<file path="config.mk">
export PLATFORM = sky130hd
export DESIGN_NAME = relay_frame_rx
export DESIGN_NICKNAME = d
export VERILOG_FILES = /design/src/rtl/relay_frame_rx_pkg.sv /design/src/rtl/relay_sym_fifo.sv /design/src/rtl/relay_frame_rx.sv
export SDC_FILE = /design/constraint.sdc
export NUM_CORES = 1
export LEC_CHECK = 0
export CAP_MARGIN = 10
export CORE_MARGIN = 5
export CORE_UTILIZATION = 40
export CTS_BUF_LIST = sky130_fd_sc_hd__clkbuf_4
export DETAILED_ROUTE_END_ITERATION = 16
export PLACE_DENSITY = 0.54
export SLEW_MARGIN = 0
export SYNTH_ARGS = -nofsm -noshare
export SYNTH_HDL_FRONTEND = slang
export SYNTH_SLANG_ARGS = --single-unit
</file>
<file path="constraint.sdc">
create_clock -name clk -period 10.3 [get_ports clk]
set_input_delay 1.545 -clock clk [delete_from_list [all_inputs] [get_ports clk]]
set_output_delay 1.545 -clock clk [all_outputs]
set_load 0.02 [all_outputs]
</file>
<file path="src/rtl/relay_frame_rx_pkg.sv">
`default_nettype none
// ============================================================================
// Module   : relay_frame_rx_pkg
// Purpose  : Relay simulate-mode codes, framer state encoding and a small
//            helper shared by the relay receive front end.
// Revision : 1.0 - initial release
// ============================================================================
package relay_frame_rx_pkg;

    // Relay simulate-mode codes carried on hi_simulate_mod_type.
    localparam logic [2:0] c_TAGSIM_LISTEN = 3'd0;
    localparam logic [2:0] c_TAGSIM_MOD    = 3'd1;
    localparam logic [2:0] c_READER_LISTEN = 3'd2;
    localparam logic [2:0] c_READER_MOD    = 3'd3;
    localparam logic [2:0] c_FAKE_READER   = 3'd4;
    localparam logic [2:0] c_FAKE_TAG      = 3'd5;

    // Framer states.
    typedef enum logic [1:0] {
        RX_IDLE = 2'd0,
        RX_DATA = 2'd1,
        RX_STOP = 2'd2
    } rx_state_t;

    // The test pattern only advances while one of the fake endpoints is active.
    function automatic logic is_fake_mode(input logic [2:0] mode);
        return (mode == c_FAKE_READER) || (mode == c_FAKE_TAG);
    endfunction

endpackage
`default_nettype wire

</file>
<file path="src/rtl/relay_sym_fifo.sv">
`default_nettype none
// ============================================================================
// Module   : relay_sym_fifo
// Purpose  : First-word fall-through symbol FIFO, depth 2^AW. A push into a
//            full FIFO is accepted only when a pop happens in the same cycle.
// Revision : 1.0 - initial release
// ============================================================================
module relay_sym_fifo #(
    parameter int WIDTH = 4,
    parameter int AW    = 3
) (
    input  logic             clk,
    input  logic             reset,
    input  logic             clear_i,
    input  logic             push_i,
    input  logic [WIDTH-1:0] push_data_i,
    input  logic             ready_i,
    output logic [WIDTH-1:0] data_o,
    output logic             valid_o,
    output logic [AW:0]      level_o,
    output logic             full_o
);

    localparam int         c_DEPTH     = 1 << AW;
    localparam logic [AW:0] c_DEPTH_LVL = (AW+1)'(c_DEPTH);

    logic [WIDTH-1:0] mem_q [c_DEPTH];
    logic [AW:0]      wr_ptr_q, wr_ptr_d;
    logic [AW:0]      rd_ptr_q, rd_ptr_d;
    logic [AW:0]      w_level;
    logic             w_full;
    logic             w_valid;
    logic             w_pop;
    logic             w_push_ok;

    // Occupancy is the free-running pointer difference; the extra MSB
    // distinguishes full from empty.
    assign w_level   = wr_ptr_q - rd_ptr_q;
    assign w_full    = (w_level == c_DEPTH_LVL);
    assign w_valid   = (w_level != '0);
    assign w_pop     = w_valid & ready_i;
    assign w_push_ok = push_i & (~w_full | w_pop);

    // Pointer next-state: clear empties the FIFO regardless of push/pop.
    always_comb begin
        wr_ptr_d = wr_ptr_q;
        rd_ptr_d = rd_ptr_q;
        if (clear_i) begin
            wr_ptr_d = '0;
            rd_ptr_d = '0;
        end else begin
            if (w_pop)     rd_ptr_d = rd_ptr_q + 1'b1;
            if (w_push_ok) wr_ptr_d = wr_ptr_q + 1'b1;
        end
    end

    // Pointer registers.
    always_ff @(posedge clk or posedge reset) begin
        if (reset) begin
            wr_ptr_q <= '0;
            rd_ptr_q <= '0;
        end else begin
            wr_ptr_q <= wr_ptr_d;
            rd_ptr_q <= rd_ptr_d;
        end
    end

    // Storage write; at full with a pop the write lands in the slot being read.
    always_ff @(posedge clk) begin
        if (!clear_i && w_push_ok) begin
            mem_q[wr_ptr_q[AW-1:0]] <= push_data_i;
        end
    end

    // Head word is forced to zero while empty so the output is defined.
    assign data_o  = w_valid ? mem_q[rd_ptr_q[AW-1:0]] : '0;
    assign valid_o = w_valid;
    assign level_o = w_level;
    assign full_o  = w_full;

endmodule
`default_nettype wire

</file>
<file path="src/rtl/relay_frame_rx.sv">
`default_nettype none
// ============================================================================
// Module   : relay_frame_rx
// Purpose  : Relay line receiver. Picks the live line or a rotating test
//            pattern, samples it on a divided tick, frames start/data/stop
//            symbols and buffers decoded symbols in a FWFT FIFO.
// Revision : 1.0 - initial release
// ============================================================================
module relay_frame_rx
    import relay_frame_rx_pkg::*;
#(
    parameter int                 DIV_BITS  = 4,
    parameter int                 SYM_WIDTH = 4,
    parameter int                 PAT_LEN   = 180,
    parameter logic [PAT_LEN-1:0] PAT_INIT  = 180'h00f0f00f00f00f000f,
    parameter int                 FIFO_AW   = 3
) (
    input  logic                 clk,
    input  logic                 reset,
    input  logic                 data_in,
    input  logic [2:0]           hi_simulate_mod_type,
    input  logic                 test_mode,
    input  logic                 clear,
    output logic [SYM_WIDTH-1:0] out_data,
    output logic                 out_valid,
    input  logic                 out_ready,
    output logic [FIFO_AW:0]     level,
    output logic                 overflow,
    output logic                 frame_err
);

    localparam int                  c_CNT_W   = $clog2(SYM_WIDTH + 1);
    localparam logic [DIV_BITS-1:0] c_TICK_AT = DIV_BITS'(1) << (DIV_BITS - 1);
    localparam logic [c_CNT_W-1:0]  c_LAST    = c_CNT_W'(SYM_WIDTH - 1);

    logic [DIV_BITS-1:0]  div_q;
    logic [PAT_LEN-1:0]   pat_q, pat_d;
    logic [1:0]           sync_q;
    rx_state_t            state_q, state_d;
    logic [c_CNT_W-1:0]   bit_cnt_q, bit_cnt_d;
    logic [SYM_WIDTH-1:0] sym_q, sym_d;
    logic                 push_q, push_d;
    logic                 err_q, err_d;
    logic                 ovf_q, ovf_d;

    logic                 w_tick;
    logic                 w_src;
    logic                 w_full;
    logic                 w_valid;
    logic                 w_pop;

    assign w_tick = (div_q == c_TICK_AT);
    assign w_src  = test_mode ? pat_q[PAT_LEN-1] : sync_q[1];
    assign w_pop  = w_valid & out_ready;

    // Free-running sample divider and line synchroniser; clear leaves both alone.
    always_ff @(posedge clk or posedge reset) begin
        if (reset) begin
            div_q  <= '0;
            sync_q <= '0;
        end else begin
            div_q  <= div_q + 1'b1;
            sync_q <= {sync_q[0], data_in};
        end
    end

    // Test pattern: reload on clear, rotate left on tick in a fake mode.
    always_comb begin
        pat_d = pat_q;
        if (clear) begin
            pat_d = PAT_INIT;
        end else if (w_tick && test_mode && is_fake_mode(hi_simulate_mod_type)) begin
            pat_d = {pat_q[PAT_LEN-2:0], pat_q[PAT_LEN-1]};
        end
    end

    // Framer next-state; push and frame_err are raised for the cycle after STOP.
    always_comb begin
        state_d   = state_q;
        bit_cnt_d = bit_cnt_q;
        sym_d     = sym_q;
        push_d    = 1'b0;
        err_d     = 1'b0;
        if (clear) begin
            state_d   = RX_IDLE;
            bit_cnt_d = '0;
        end else if (w_tick) begin
            case (state_q)
                RX_IDLE: begin
                    if (w_src) begin
                        state_d   = RX_DATA;
                        bit_cnt_d = '0;
                    end
                end
                RX_DATA: begin
                    sym_d     = (sym_q << 1) | SYM_WIDTH'(w_src);
                    bit_cnt_d = bit_cnt_q + 1'b1;
                    if (bit_cnt_q == c_LAST) begin
                        state_d = RX_STOP;
                    end
                end
                RX_STOP: begin
                    if (w_src) begin
                        err_d = 1'b1;
                    end else begin
                        push_d = 1'b1;
                    end
                    state_d = RX_IDLE;
                end
                default: state_d = RX_IDLE;
            endcase
        end
    end

    // Sticky overflow: a push was refused because the FIFO was full.
    always_comb begin
        ovf_d = ovf_q;
        if (clear) begin
            ovf_d = 1'b0;
        end else if (push_q && w_full && !w_pop) begin
            ovf_d = 1'b1;
        end
    end

    // Framer, pattern and status registers.
    always_ff @(posedge clk or posedge reset) begin
        if (reset) begin
            pat_q     <= PAT_INIT;
            state_q   <= RX_IDLE;
            bit_cnt_q <= '0;
            sym_q     <= '0;
            push_q    <= 1'b0;
            err_q     <= 1'b0;
            ovf_q     <= 1'b0;
        end else begin
            pat_q     <= pat_d;
            state_q   <= state_d;
            bit_cnt_q <= bit_cnt_d;
            sym_q     <= sym_d;
            push_q    <= push_d;
            err_q     <= err_d;
            ovf_q     <= ovf_d;
        end
    end

    // sym_q is held in IDLE, so it is still the completed symbol when push_q is high.
    relay_sym_fifo #(
        .WIDTH (SYM_WIDTH),
        .AW    (FIFO_AW)
    ) u_fifo (
        .clk         (clk),
        .reset       (reset),
        .clear_i     (clear),
        .push_i      (push_q),
        .push_data_i (sym_q),
        .ready_i     (out_ready),
        .data_o      (out_data),
        .valid_o     (w_valid),
        .level_o     (level),
        .full_o      (w_full)
    );

    assign out_valid = w_valid;
    assign overflow  = ovf_q;
    assign frame_err = err_q;

endmodule
`default_nettype wire

</file>
After elaboration in Yosys (flattened, before gate mapping)
Memory sizes are Yosys's and may differ from the RTL's.
Index checks and enable logic that the tools add are counted.

storage, ports and cells
  register bits = 206
  bits in latches = 0
  bits in writable memories = 32
  ROM bits = 0
  input bits = 9
  output and inout port bits = 11
  logic and storage cells = 80
  memories = 1

memory list
  name          depth  bits a word  rd ports  clocked after memory_dff  write ports  line                  text
  u_fifo.mem_q  8      4            1         0                         1            relay_sym_fifo.sv:27  logic [WIDTH-1:0] mem_q [c_DEPTH];

cells by class
  $add $sub $neg = 5
  multiply operators = 0
  divide/modulo/power cells = 0
  order comparisons = 0
  eq/ne operators = 9
  shift-type cells = 0
  muxes and demuxes = 29
  bitwise operators = 6
  reductions and logical operators = 19

operators by type and width
  kind                 count
  $mux 180             2
  $mux 4               5
  $mux 1               13
  $add 4x1->4 const B  3
  $reduce_bool 2->1    5
  $mux 3               3
  $reduce_and 3->1     3
  $eq 4x4->1 const B   2
  $mux 2               4
  $eq 3x3->1 const B   2
  $ne 3x3->1 const B   2
  $pmux 3 s2           1
  $logic_and 1x1->1    5
  $or 4x1->4           1
  $pmux 2 s2           1
  $reduce_bool 4->1    1
  $sub 4x4->4          1
  $add 3x1->3 const B  1
  $eq 3x2->1 const B   1
  $reduce_bool 3->1    1
  $and 1x1->1          2
  $eq 2x1->1 const B   1
  $eq 2x2->1 const B   1
  $logic_not 1->1      2
  other kinds (4)      5

Depth between registers and ports, before layout
Gate-level depths: netlist of run 1.

  depth after elaboration = 8
  mapped depth = 9
  depth with buffers taken out = 8

Cells and area by module
A second synthesis of run 1 with hierarchy kept.

second synthesis, totals
  cells, all modules = 791
  area, all modules = 10455.0 um^2

by module, submodules not included
  module          instances  cells each  area each (um^2)
  relay_frame_rx  1          659         8569.5
  relay_sym_fifo  1          132         1885.6

Least setup slack after synthesis of run 1
No wires, ideal clock.

  path kind = reg2out
  from = reg u_fifo.rd_ptr_q[1]
  to = out out_data[0]
  data arrival time = 2409 ps
  setup slack = 6346 ps
  stages on the path, launching flop included = 10
  buffers on the path = 3
  cells stage by stage = dfrtp_1 clkbuf_1 inv_1 ha_1 and3b_4 or3_4 buf_6 and2_4 buf_6 a21oi_1

between the ends
  word-level cells in the longest chain between the ends = 3
  elaborated cells between the ends (all ways) = 4
  classes of those cells = add/sub (1); mux (1); reduce/logical (1); memory (1)

ends and longest elaborated chain
  item                    line                  text
  start, declared         relay_sym_fifo.sv:29  logic [AW:0] rd_ptr_q, rd_ptr_d;
  start signal, assigned  relay_sym_fifo.sv:64  rd_ptr_q <= rd_ptr_d;
  $sub 4x4->4             relay_sym_fifo.sv:38  assign w_level = wr_ptr_q - rd_ptr_q;
  $reduce_bool 4->1       relay_sym_fifo.sv:40  assign w_valid = (w_level != '0);
  $mux 4 (*)              relay_sym_fifo.sv:76  assign data_o = w_valid ? mem_q[rd_ptr_q[AW-1:0]] : '0;
  end, declared           relay_frame_rx.sv:24  output logic [SYM_WIDTH-1:0] out_data,

Every way passes the cells marked *; elsewhere a longest branch is shown, timed or not.

Worst setup path after layout of run 1
  from = reg u_fifo.rd_ptr_q[0]
  to = out out_data[0]

Same word-level chain as after synthesis.

==> reports/qor.yml, run 1 <==
setup_path:
  worstSetupEndpointType: "primary output"
  setup.worst_path.class: "reg -> out"
  worst_setup_path_start_kind: "register"
  required_ns: 8.76
  critical_path_arrival_ns: 3.66
  worst-path-max-fanout: 13
pwr:
  power.combinational.fraction_pct: 10.0
  flop_pwr_share_pct: 49.1
  max-vdd-ir-drop_mv: 0.0956
  p_clk_share_pct: 40.9
  p_leak_nw: 4.63
  switching_share_pct: 25.8
  power_density_cells_nw_per_um2: 179
  power_switching_uw: 507
  internal_power_mw: 1.46
routing:
  vias: 6875
  post_drt_wl_per_cell_um: 13.0
  drtIter0Drc: 544
  drt_pre_antenna_iters: 4
  viasPerCell: 4.94
  wl_um: 18100
  ant_nets: 0
  drc: 0
final_layout:
  finish.instance_area_um2: 11000
  layout_common_cells: "369 x nand2_1, 182 x dfrtp_1, 168 x a21oi_1, 91 x clkbuf_4, 35 x nand3_1"
  fin_cells: 1393
  final_layout_size_suffix_gt1_share_pct: 13.9
  layout.cells.most_common: "nand2_1"
  final_net_count: 1038
  area_growth_synth_to_finish_pct: 11.7
placement:
  port_buf_inserts: 18
  post-dp-hpwl_um: 9310
  place_congestion: 0.743
  dp.cells: 1280
  detailed_place.area_um2: 10200
logic_synthesis:
  synthesis.instances: 999
  yosys_warnings: 0
  synthesis.nets: 1018
  synth.cell_area_um2: 9830
  yosys_register_bits: 238
  post_synth_num_cell_types: 45
  sequential_share_of_the_synthesized_area_pct: 62.5
  synth_area_per_cell_um2: 9.84
grt:
  grt_overflow_total: 0
  grt_pass1_vias: 6653
  grt_use_total_pct: 13.2
  antenna_found_initial: 1
  grt_first_pass_wirelength_um: 31800
  grt_max_degree: 137
die:
  fp-row-count: 57
  placeableCoreArea_um2: 24200
  io_pins: 20
  die_y_um: 167
  initial_utilization_pct: 40.5
  die-width_um: 167
  die_area_um2: 27800
clocking:
  register_clock_pin_slew_on_the_reported_worst_setup_and_hold_paths_ns: 0.07
  clock_tree.htree_level_count: 2
  cts_tree: "done"
  clkSinkCount: 238
  post_cts_resized: 0
  cts_setup_buffers: 0
  number_of_buffers_created_by_cts: 61
  clkLatencyLatePin_ns: 0.68
  cts-root-to-sink-buffers: 3
  cts.root.buffer_cell: "clkbuf_4"
  cts_hold_repair.buffers: 0
timing:
  final-hold-violation-count: 0
  final-setup-viol-count: 0
  timing.clock.skew_ns: 0.0334
  drv_slew: 0
  finalCritPeriodShare_pct: 50.5
  grt_setup_unrepaired: "no"
  fmax_mhz: 192
  maxSlewHeadroom_pct: 27.5
  min_period_ns: 5.20
  timing_worst_slew_pin_value_ns: 1.09
  setup_total_negative_slack_ns: 0
run:
  drv_cap: 0
hold_path:
  hold_path_class: "reg -> reg"
status:
  outcome: "finished, final reports clean"
-- kinds of logic after synthesis --
logic type | Yosys count | share of synthesized area, %
flops | 238 | 62.5
buf+inv | 80 | 3.51
xor+xnor | 4 | 0.356
simple gates | 459 | 19.1
compound gates | 188 | 10.0
fa+ha+maj | 10 | 1.35
mux | 20 | 3.14
-- power by group through the flow --
stage | registers (mW) | logic (mW) | clock network, mW
after floorplan | 0.974 | 0.154 | 0
after global routing | 0.968 | 0.216 | 0.896
after CTS | 0.967 | 0.199 | 0.842
after detailed placement | 0.985 | 0.198 | 0
after global placement | 0.985 | 0.198 | 0
final | 0.966 | 0.196 | 0.806
-- per-layer routing --
layer / track usage, % / share of wire (%) / up-vias / wire, µm
met5: 0 / 0 / - / 0
met4: 4.87 / 2.3 / 0 / 414
met3: 3.39 / 4.4 / 42 / 801
met1: 18.3 / 49 / 3322 / 8800
met2: 20.0 / 45 / 119 / 8050
li1: - / - / 3392 / -
-- synth_stat cells (all sizes together) --
| master | instances | share of area (%) |
|---|---|---|
| nand2 | 369 | 14 |
| dfrtp | 182 | 46 |
| a21oi | 169 | 8.6 |
| clkbuf | 41 | 1.6 |
| nand3 | 35 | 1.8 |
| edfxtp | 32 | 9.8 |
| buf | 26 | 1.5 |
| dfstp | 24 | 6.4 |
| nor2 | 21 | 0.80 |
| inv | 12 | 0.46 |
| ha | 9 | 1.1 |
| mux4 | 8 | 1.8 |
| mux2 | 7 | 0.80 |
| nand3b | 6 | 0.46 |
| nand4 | 6 | 0.38 |
| nor2b | 6 | 0.38 |
| o21ai | 6 | 0.31 |
| mux2i | 5 | 0.51 |
| nand2b | 5 | 0.32 |
| a31oi | 4 | 0.32 |
| nor3 | 4 | 0.25 |
| or3 | 3 | 0.24 |
| xor2 | 3 | 0.27 |
| o311ai | 2 | 0.18 |
| a211o | 1 | 0.089 |
| a21boi | 1 | 0.076 |
| a21o | 1 | 0.076 |
| a22o | 1 | 0.089 |
| a32o | 1 | 0.10 |
| and2 | 1 | 0.089 |
| and3 | 1 | 0.064 |
| and3b | 1 | 0.13 |
| clkinv | 1 | 0.038 |
| fa | 1 | 0.20 |
| nor4bb | 1 | 0.10 |
| o22ai | 1 | 0.064 |
| o311a | 1 | 0.10 |
| xnor2 | 1 | 0.089 |
-- area by class of cell --
type / instances / area [µm²]
antenna: 1 / 2.50
clock buffer: 91 / 683
clock inverter: 21 / 109
fill: 2384 / 13300
inverter: 13 / 56.3
multi-input combinational: 681 / 3350
sequential: 238 / 6150
tap: 324 / 405
timing repair buffer: 24 / 226
-- sequential cells by signal, summed over array words and instances, names as in the netlist --
name             count
bit_cnt_q            3
div_q                4
frame_err            1
overflow             1
pat_q              180
push_q               1
state_q              2
sym_q                4
sync_q               2
u_fifo.mem_q        32
u_fifo.rd_ptr_q      4
u_fifo.wr_ptr_q      4
-- stage by stage --
step	total power, mW	setup slack [ns]	hold WS [ns]	util [%]
2_1_floorplan	1.13	3.17	0.331	-
3_3_place_gp	1.18	5.75	0.408	42.0
3_5_place_dp	1.18	5.73	0.395	42.0
4_1_cts	2.01	4.97	0.408	45.3
5_1_grt	2.08	4.76	0.420	45.3
6_report	1.97	5.10	0.414	45.3
-- final timing paths --
kind	from	to	slack (ns)	depth (start not counted)
max	u_fifo.rd_ptr_q[0]$_DFFE_PP0P_	out_data[0]	5.10	7
min reg2reg	sync_q[0]$_DFF_PP0_	sync_q[1]$_DFF_PP0_	0.41	0
max reg2reg	u_fifo.rd_ptr_q[0]$_DFFE_PP0P_	u_fifo.mem_q[4][1]$_DFFE_PP_	7.12	7
min	sync_q[0]$_DFF_PP0_	sync_q[1]$_DFF_PP0_	0.41	0
max in group asynchronous	reset	pat_q[38]$_DFFE_PP0P_	7.33	3
min in group asynchronous	reset	pat_q[110]$_DFFE_PP0P_	1.47	2
-- critical path, stage by stage (launching register included) --
cell and delay (ns):
dfrtp_1 0.76, ha_1 0.29, inv_1 0.07, fa_1 0.49, nand2b_1 0.18, nor2_1 0.50, a21oi_1 0.15, clkdlybuf4s50_1 0.56
(Power assumes the default switching activity.)
==> inputs of run 2 (changes only) <==
==> constraint.sdc (replaced) <==
create_clock -name clk -period 5.3 [get_ports clk]
set_input_delay 0.795 -clock clk [delete_from_list [all_inputs] [get_ports clk]]
set_output_delay 0.795 -clock clk [all_outputs]
set_load 0.02 [all_outputs]
==> run 2 against run 1 <==
Via count about the same. Global-route usage up 0.34 points. Sequential cell count unchanged. Cell count up 0.72%. Sequential share of layout area down 0.64 points. Clock-buffer cell count up 11. Clock skew down 0.0069 ns. First-iteration DRC count down 7.5%. Critical endpoint is now out_data[1]. Largest cell class unchanged.
==> reports/qor.yml, run 2 (synthesized netlist as in run 1, its figures left out) <==
timing:
  drv_slew: 0
  timing.clock.skew_ns: 0.0266
  grt_setup_unrepaired: "no"
  setup_total_negative_slack_ns: 0
  fmax_mhz: 227
  final-hold-violation-count: 0
  maxSlewHeadroom_pct: 31.1
  timing_worst_slew_pin_value_ns: 1.03
  finalCritPeriodShare_pct: 83.2
  min_period_ns: 4.41
  final-setup-viol-count: 0
  fin_worst_hold_slack_ns: 0.348
  finalWorstSetupSlack_ns: 0.889
setup_path:
  worst_setup_path_start_kind: "register"
  crit_family: "adder cells"
  worstSetupEndpointType: "primary output"
  setup.worst_path.class: "reg -> out"
  critical_path_cell_by_cell: "ha_1 -> inv_1 -> fa_1 -> nand2b_1 -> nor2_1 -> a21oi_1 -> clkdlybuf4s50_1"
  critical_path_arrival_ns: 3.62
  required_ns: 4.51
  critPathMaxStageDelay_ns: 0.76
  cpMaxStageDelayCell: "dfrtp_1"
  crit_buf_inv: 2
  worst-path-max-fanout: 13
run:
  drv_cap: 0
final_layout:
  largest_register_ff_count: 180
  area_growth_synth_to_finish_pct: 13.0
  reg_with_most_ffs: "pat_q"
  layout.core_utilization_pct: 45.8
  layout.cells.most_common: "nand2_1"
  fin_cells: 1403
  final_net_count: 1044
  layout_common_cells: "369 x nand2_1, 182 x dfrtp_1, 168 x a21oi_1, 102 x clkbuf_4, 35 x nand3_1"
  final.fill_count: 2352
  finish.instance_area_um2: 11100
  final_layout_size_suffix_gt1_share_pct: 14.8
pwr:
  p_leak_nw: 4.69
  power_density_cells_nw_per_um2: 355
  max-vdd-ir-drop_mv: 0.167
  overall_power_after_layout_mw: 3.94
clocking:
  clkSinkCount: 238
  number_of_buffers_created_by_cts: 67
  cts_setup_buffers: 0
  clkLatencyLatePin_ns: 0.64
  post_cts_resized: 0
  register_clock_pin_slew_on_the_reported_worst_setup_and_hold_paths_ns: 0.06
  clock_tree.htree_level_count: 3
  cts_tree: "done"
  cts-root-to-sink-buffers: 3
  cts_hold_repair.buffers: 0
  cts.root.buffer_cell: "clkbuf_4"
die:
  die_y_um: 167
  fp-row-count: 57
  io_pins: 20
  die_area_um2: 27800
  die-width_um: 167
  initial_utilization_pct: 40.5
  placeableCoreArea_um2: 24200
grt:
  grt_max_degree: 128
  gr-usage-met1_pct: 17.8
  grt.met2_usage_pct: 21.4
  grt_pass1_vias: 6980
  grt_use_met3_pct: 4.05
  grt_use_total_pct: 13.5
  grt_first_pass_wirelength_um: 32700
  grt_busiest_layer: "met2"
  grt_overflow_total: 0
  antenna_found_initial: 1
routing:
  drt_pre_antenna_iters: 4
  post_drt_wl_per_cell_um: 13.1
  viasPerCell: 4.90
  drtIter0Drc: 503
  wl_um: 18400
  vias: 6877
  drc: 0
  ant_nets: 0
placement:
  detailed_place.area_um2: 10200
  place_congestion: 0.741
  detailedPlace.worstSlack_ns: 1.50
  dp.cells: 1280
  post-dp-hpwl_um: 9430
  port_buf_inserts: 18
hold_path:
  hold_path_class: "reg -> reg"
status:
  outcome: "finished, final reports clean"
==> run 2: layer usage <==
metal / share of wire, % / up-vias
met3: 4.7 / 24
met4: 1.4 / 0
met1: 49 / 3340
li1: - / 3406
met2: 45 / 107
met5: 0 / -
==> run 2: area by class of cell <==
type | instances | area, µm² | share of cell area, %
sequential | 238 | 6150 | 55.3
clock buffer | 102 | 766 | 6.89
tap | 324 | 405 | 3.65
antenna | 1 | 2.50 | 0.0225
clock inverter | 20 | 106 | 0.958
inverter | 13 | 52.6 | 0.473
multi-input combinational | 681 | 3350 | 30.2
timing repair buffer | 24 | 277 | 2.49
==> run 2: final timing paths <==
check | start | to | slack [ns] | cells past startpoint
worst min register to register | sync_q[0]$_DFF_PP0_ | sync_q[1]$_DFF_PP0_ | 0.35 | 0
max in group asynchronous | reset | pat_q[126]$_DFFE_PP0P_ | 3.69 | 3
worst max register to register | u_fifo.rd_ptr_q[0]$_DFFE_PP0P_ | u_fifo.mem_q[3][0]$_DFFE_PP_ | 2.14 | 7
worst max-delay path | u_fifo.rd_ptr_q[0]$_DFFE_PP0P_ | out_data[1] | 0.89 | 7
min in group asynchronous | reset | sync_q[1]$_DFF_PP0_ | 0.43 | 2
worst min-delay path | sync_q[0]$_DFF_PP0_ | sync_q[1]$_DFF_PP0_ | 0.35 | 0
==> run 2: where the power goes <==
group,internal (mW),switching (mW)
Sequential,1.85,0.0260
Clock,0.929,0.750
Combinational,0.156,0.230
Total,2.94,1.01
==> inputs of run 3 (changes only) <==
--- a/config.mk
+++ b/config.mk
@@ -10,7 +10,7 @@
 export CORE_UTILIZATION = 40
 export CTS_BUF_LIST = sky130_fd_sc_hd__clkbuf_4
 export DETAILED_ROUTE_END_ITERATION = 16
-export PLACE_DENSITY = 0.54
+export PLACE_DENSITY = 0.56
 export SLEW_MARGIN = 0
 export SYNTH_ARGS = -nofsm -noshare
 export SYNTH_HDL_FRONTEND = slang
==> constraint.sdc (replaced) <==
create_clock -name clk -period 3.6 [get_ports clk]
set_input_delay 0.54 -clock clk [delete_from_list [all_inputs] [get_ports clk]]
set_output_delay 0.54 -clock clk [all_outputs]
set_load 0.02 [all_outputs]
==> run 3 against run 2 <==
Sequential share of layout area fell by 0.24 points. Total power rose by 46%. Via count rose by 0.20%. Die area did not move. Routed wire length rose by 0.23%. Non-clock buffer count rose by 9. Sequential power rose by 45%. Clock power rose by 42%. Setup slack got worse by 0.70 ns.
==> reports/qor.yml, run 3 (synthesized netlist as in run 1, its figures left out) <==
status:
  outcome: "finished, final reports clean"
routing:
  drt_pre_antenna_iters: 4
  viasPerCell: 4.90
  post_drt_wl_per_cell_um: 13.2
  vias: 6891
  highest-signal-layer: "met4"
  met2_wirelength_um: 8400
  drc: 0
  drtIter0Drc: 477
  wl_um: 18500
  wl_met3_um: 968
  ant_nets: 0
  wl_met1_um: 8860
clocking:
  clkSinkCount: 238
  number_of_buffers_created_by_cts: 67
  cts.root.buffer_cell: "clkbuf_4"
  clock_tree.htree_level_count: 3
  clkLatencyLatePin_ns: 0.63
  cts_setup_buffers: 0
  cts-root-to-sink-buffers: 3
  register_clock_pin_slew_on_the_reported_worst_setup_and_hold_paths_ns: 0.06
  cts_tree: "done"
placement:
  post-dp-hpwl_um: 9990
  detailedPlace.worstSlack_ns: 0.389
  detailed_place.area_um2: 10300
  port_buf_inserts: 18
  place_congestion: 0.784
  dp.cells: 1289
pwr:
  p_clk_share_pct: 41.5
  max-vdd-ir-drop_mv: 0.241
  overall_power_after_layout_mw: 5.74
  p_leak_nw: 4.76
  power_density_cells_nw_per_um2: 515
  switching_share_pct: 25.5
  power.combinational.fraction_pct: 10.9
  flop_pwr_share_pct: 47.6
  power_switching_mw: 1.46
  internal_power_mw: 4.28
setup_path:
  crit_family: "simple AND/OR/NAND/NOR gates"
  crit_buf_inv: 2
  worstSetupEndpointType: "primary output"
  ff2ff_path_depth: 8
  setup.reg_to_reg.worst_slack_ns: 0.82
  required_ns: 3.06
  worst-path-max-fanout: 8
  cpMaxStageDelayCell: "or3_4"
  setup.worst_path.class: "reg -> out"
  cp.depth: 7
  critical_path_cell_by_cell: "clkinv_2 -> ha_1 -> and3b_4 -> or3_4 -> and2_4 -> a21oi_1 -> dlygate4sd2_1"
  critical_path_arrival_ns: 2.87
  worst_setup_path_start_kind: "register"
  critPathMaxStageDelay_ns: 0.44
final_layout:
  finish.instance_area_um2: 11200
  layout.cells.most_common: "nand2_1"
  area_used_by_multi_input_combinational_logic_um2: 3350
  final_layout_size_suffix_gt1_share_pct: 16.0
  final.fill_count: 2374
  largest_register_ff_count: 180
  fin_cells: 1405
  area_growth_synth_to_finish_pct: 13.5
  final_net_count: 1053
  layout_common_cells: "369 x nand2_1, 182 x dfrtp_1, 168 x a21oi_1, 104 x clkbuf_4, 35 x nand3_1"
  reg_with_most_ffs: "pat_q"
  sequential_cell_area_um2: 6150
  layout.core_utilization_pct: 46.0
timing:
  finalWorstSetupSlack_ns: 0.190
  finalCritPeriodShare_pct: 94.7
  timing.clock.skew_ns: 0.0263
  final-setup-viol-count: 0
  min_period_ns: 3.41
  setup_total_negative_slack_ns: 0
  final-hold-violation-count: 0
  grt_setup_unrepaired: "no"
  fin_worst_hold_slack_ns: 0.350
  drv_slew: 0
  maxSlewHeadroom_pct: 33.1
  timing_worst_slew_pin_value_ns: 1.00
  fmax_mhz: 293
die:
  io_pins: 20
  placeableCoreArea_um2: 24200
  die_area_um2: 27800
  initial_utilization_pct: 40.5
  fp-row-count: 57
  die-width_um: 167
  die_y_um: 167
grt:
  grt_max_degree: 104
  grt_pass1_vias: 6860
  grt_overflow_total: 0
  grt_first_pass_wirelength_um: 32500
  antenna_found_initial: 1
  grt_use_total_pct: 13.6
hold_path:
  min_path_cells: 0
  hold_path_class: "reg -> reg"
run:
  drv_cap: 0
==> run 3: cell types whose count changed in the layout (fill, tap and decap cells not counted) <==
cell and change:
inv_2 +1, clkinv_1 -11, buf_6 -1, clkdlybuf4s50_1 -6
buf_4 +7, bufinv_16 -1, buf_12 +3, clkinvlp_4 -1
dlygate4sd2_1 +6, clkbuf_4 +2, clkinv_2 +3
==> run 3: layer usage <==
layer	vias to the layer above	GRT usage (%)
met5	-	0
met4	0	4.84
met3	28	4.15
met2	125	20.7
met1	3326	18.7
li1	3412	-
==> run 3: worst paths after layout <==
check,from,to
setup / recovery,u_fifo.rd_ptr_q[2]$_DFFE_PP0P_,out_data[3]
hold / removal,sync_q[0]$_DFF_PP0_,sync_q[1]$_DFF_PP0_
setup reg to reg,u_fifo.wr_ptr_q[0]$_DFFE_PP0P_,u_fifo.mem_q[1][0]$_DFFE_PP_
hold reg to reg,sync_q[0]$_DFF_PP0_,sync_q[1]$_DFF_PP0_
max in group asynchronous,reset,pat_q[28]$_DFFE_PP1P_
min in group asynchronous,reset,sym_q[3]$_DFFE_PP0P_
==> run 3: worst reg2reg max path, stage by stage (launching register included) <==
cell     delay (ns)
dfrtp_1        0.42
inv_1          0.09
ha_1           0.17
inv_1          0.06
fa_1           0.43
xor2_1         0.20
or3_1          0.52
a21oi_2        0.40
nor2_1         0.21
==> run 3: cell type report <==
| type | count | area share, % |
|---|---|---|
| Multi-Input combinational cell | 681 | 30.0 |
| Sequential cell | 238 | 55.1 |
| Inverter | 13 | 0.482 |
| Clock inverter | 11 | 0.404 |
| Timing Repair Buffer | 33 | 3.32 |
| Clock buffer | 104 | 7.00 |
| Tap cell | 324 | 3.63 |
| Antenna cell | 1 | 0.0224 |
==> run 3: what timing repair did <==
action                                  4_1_cts  5_1_grt
endpoints found under the setup margin        6        0
hold buffers                                  0        0
gates resized for setup                       7        0
==> run 3: power by group through the flow <==
stage	combinational, mW	clock (mW)	sequential, mW
after floorplan	0.440	0	2.79
after global placement	0.657	0	2.78
after detailed placement	0.658	0	2.78
after CTS	0.634	2.50	2.73
after global routing	0.681	2.68	2.73
final	0.623	2.39	2.73
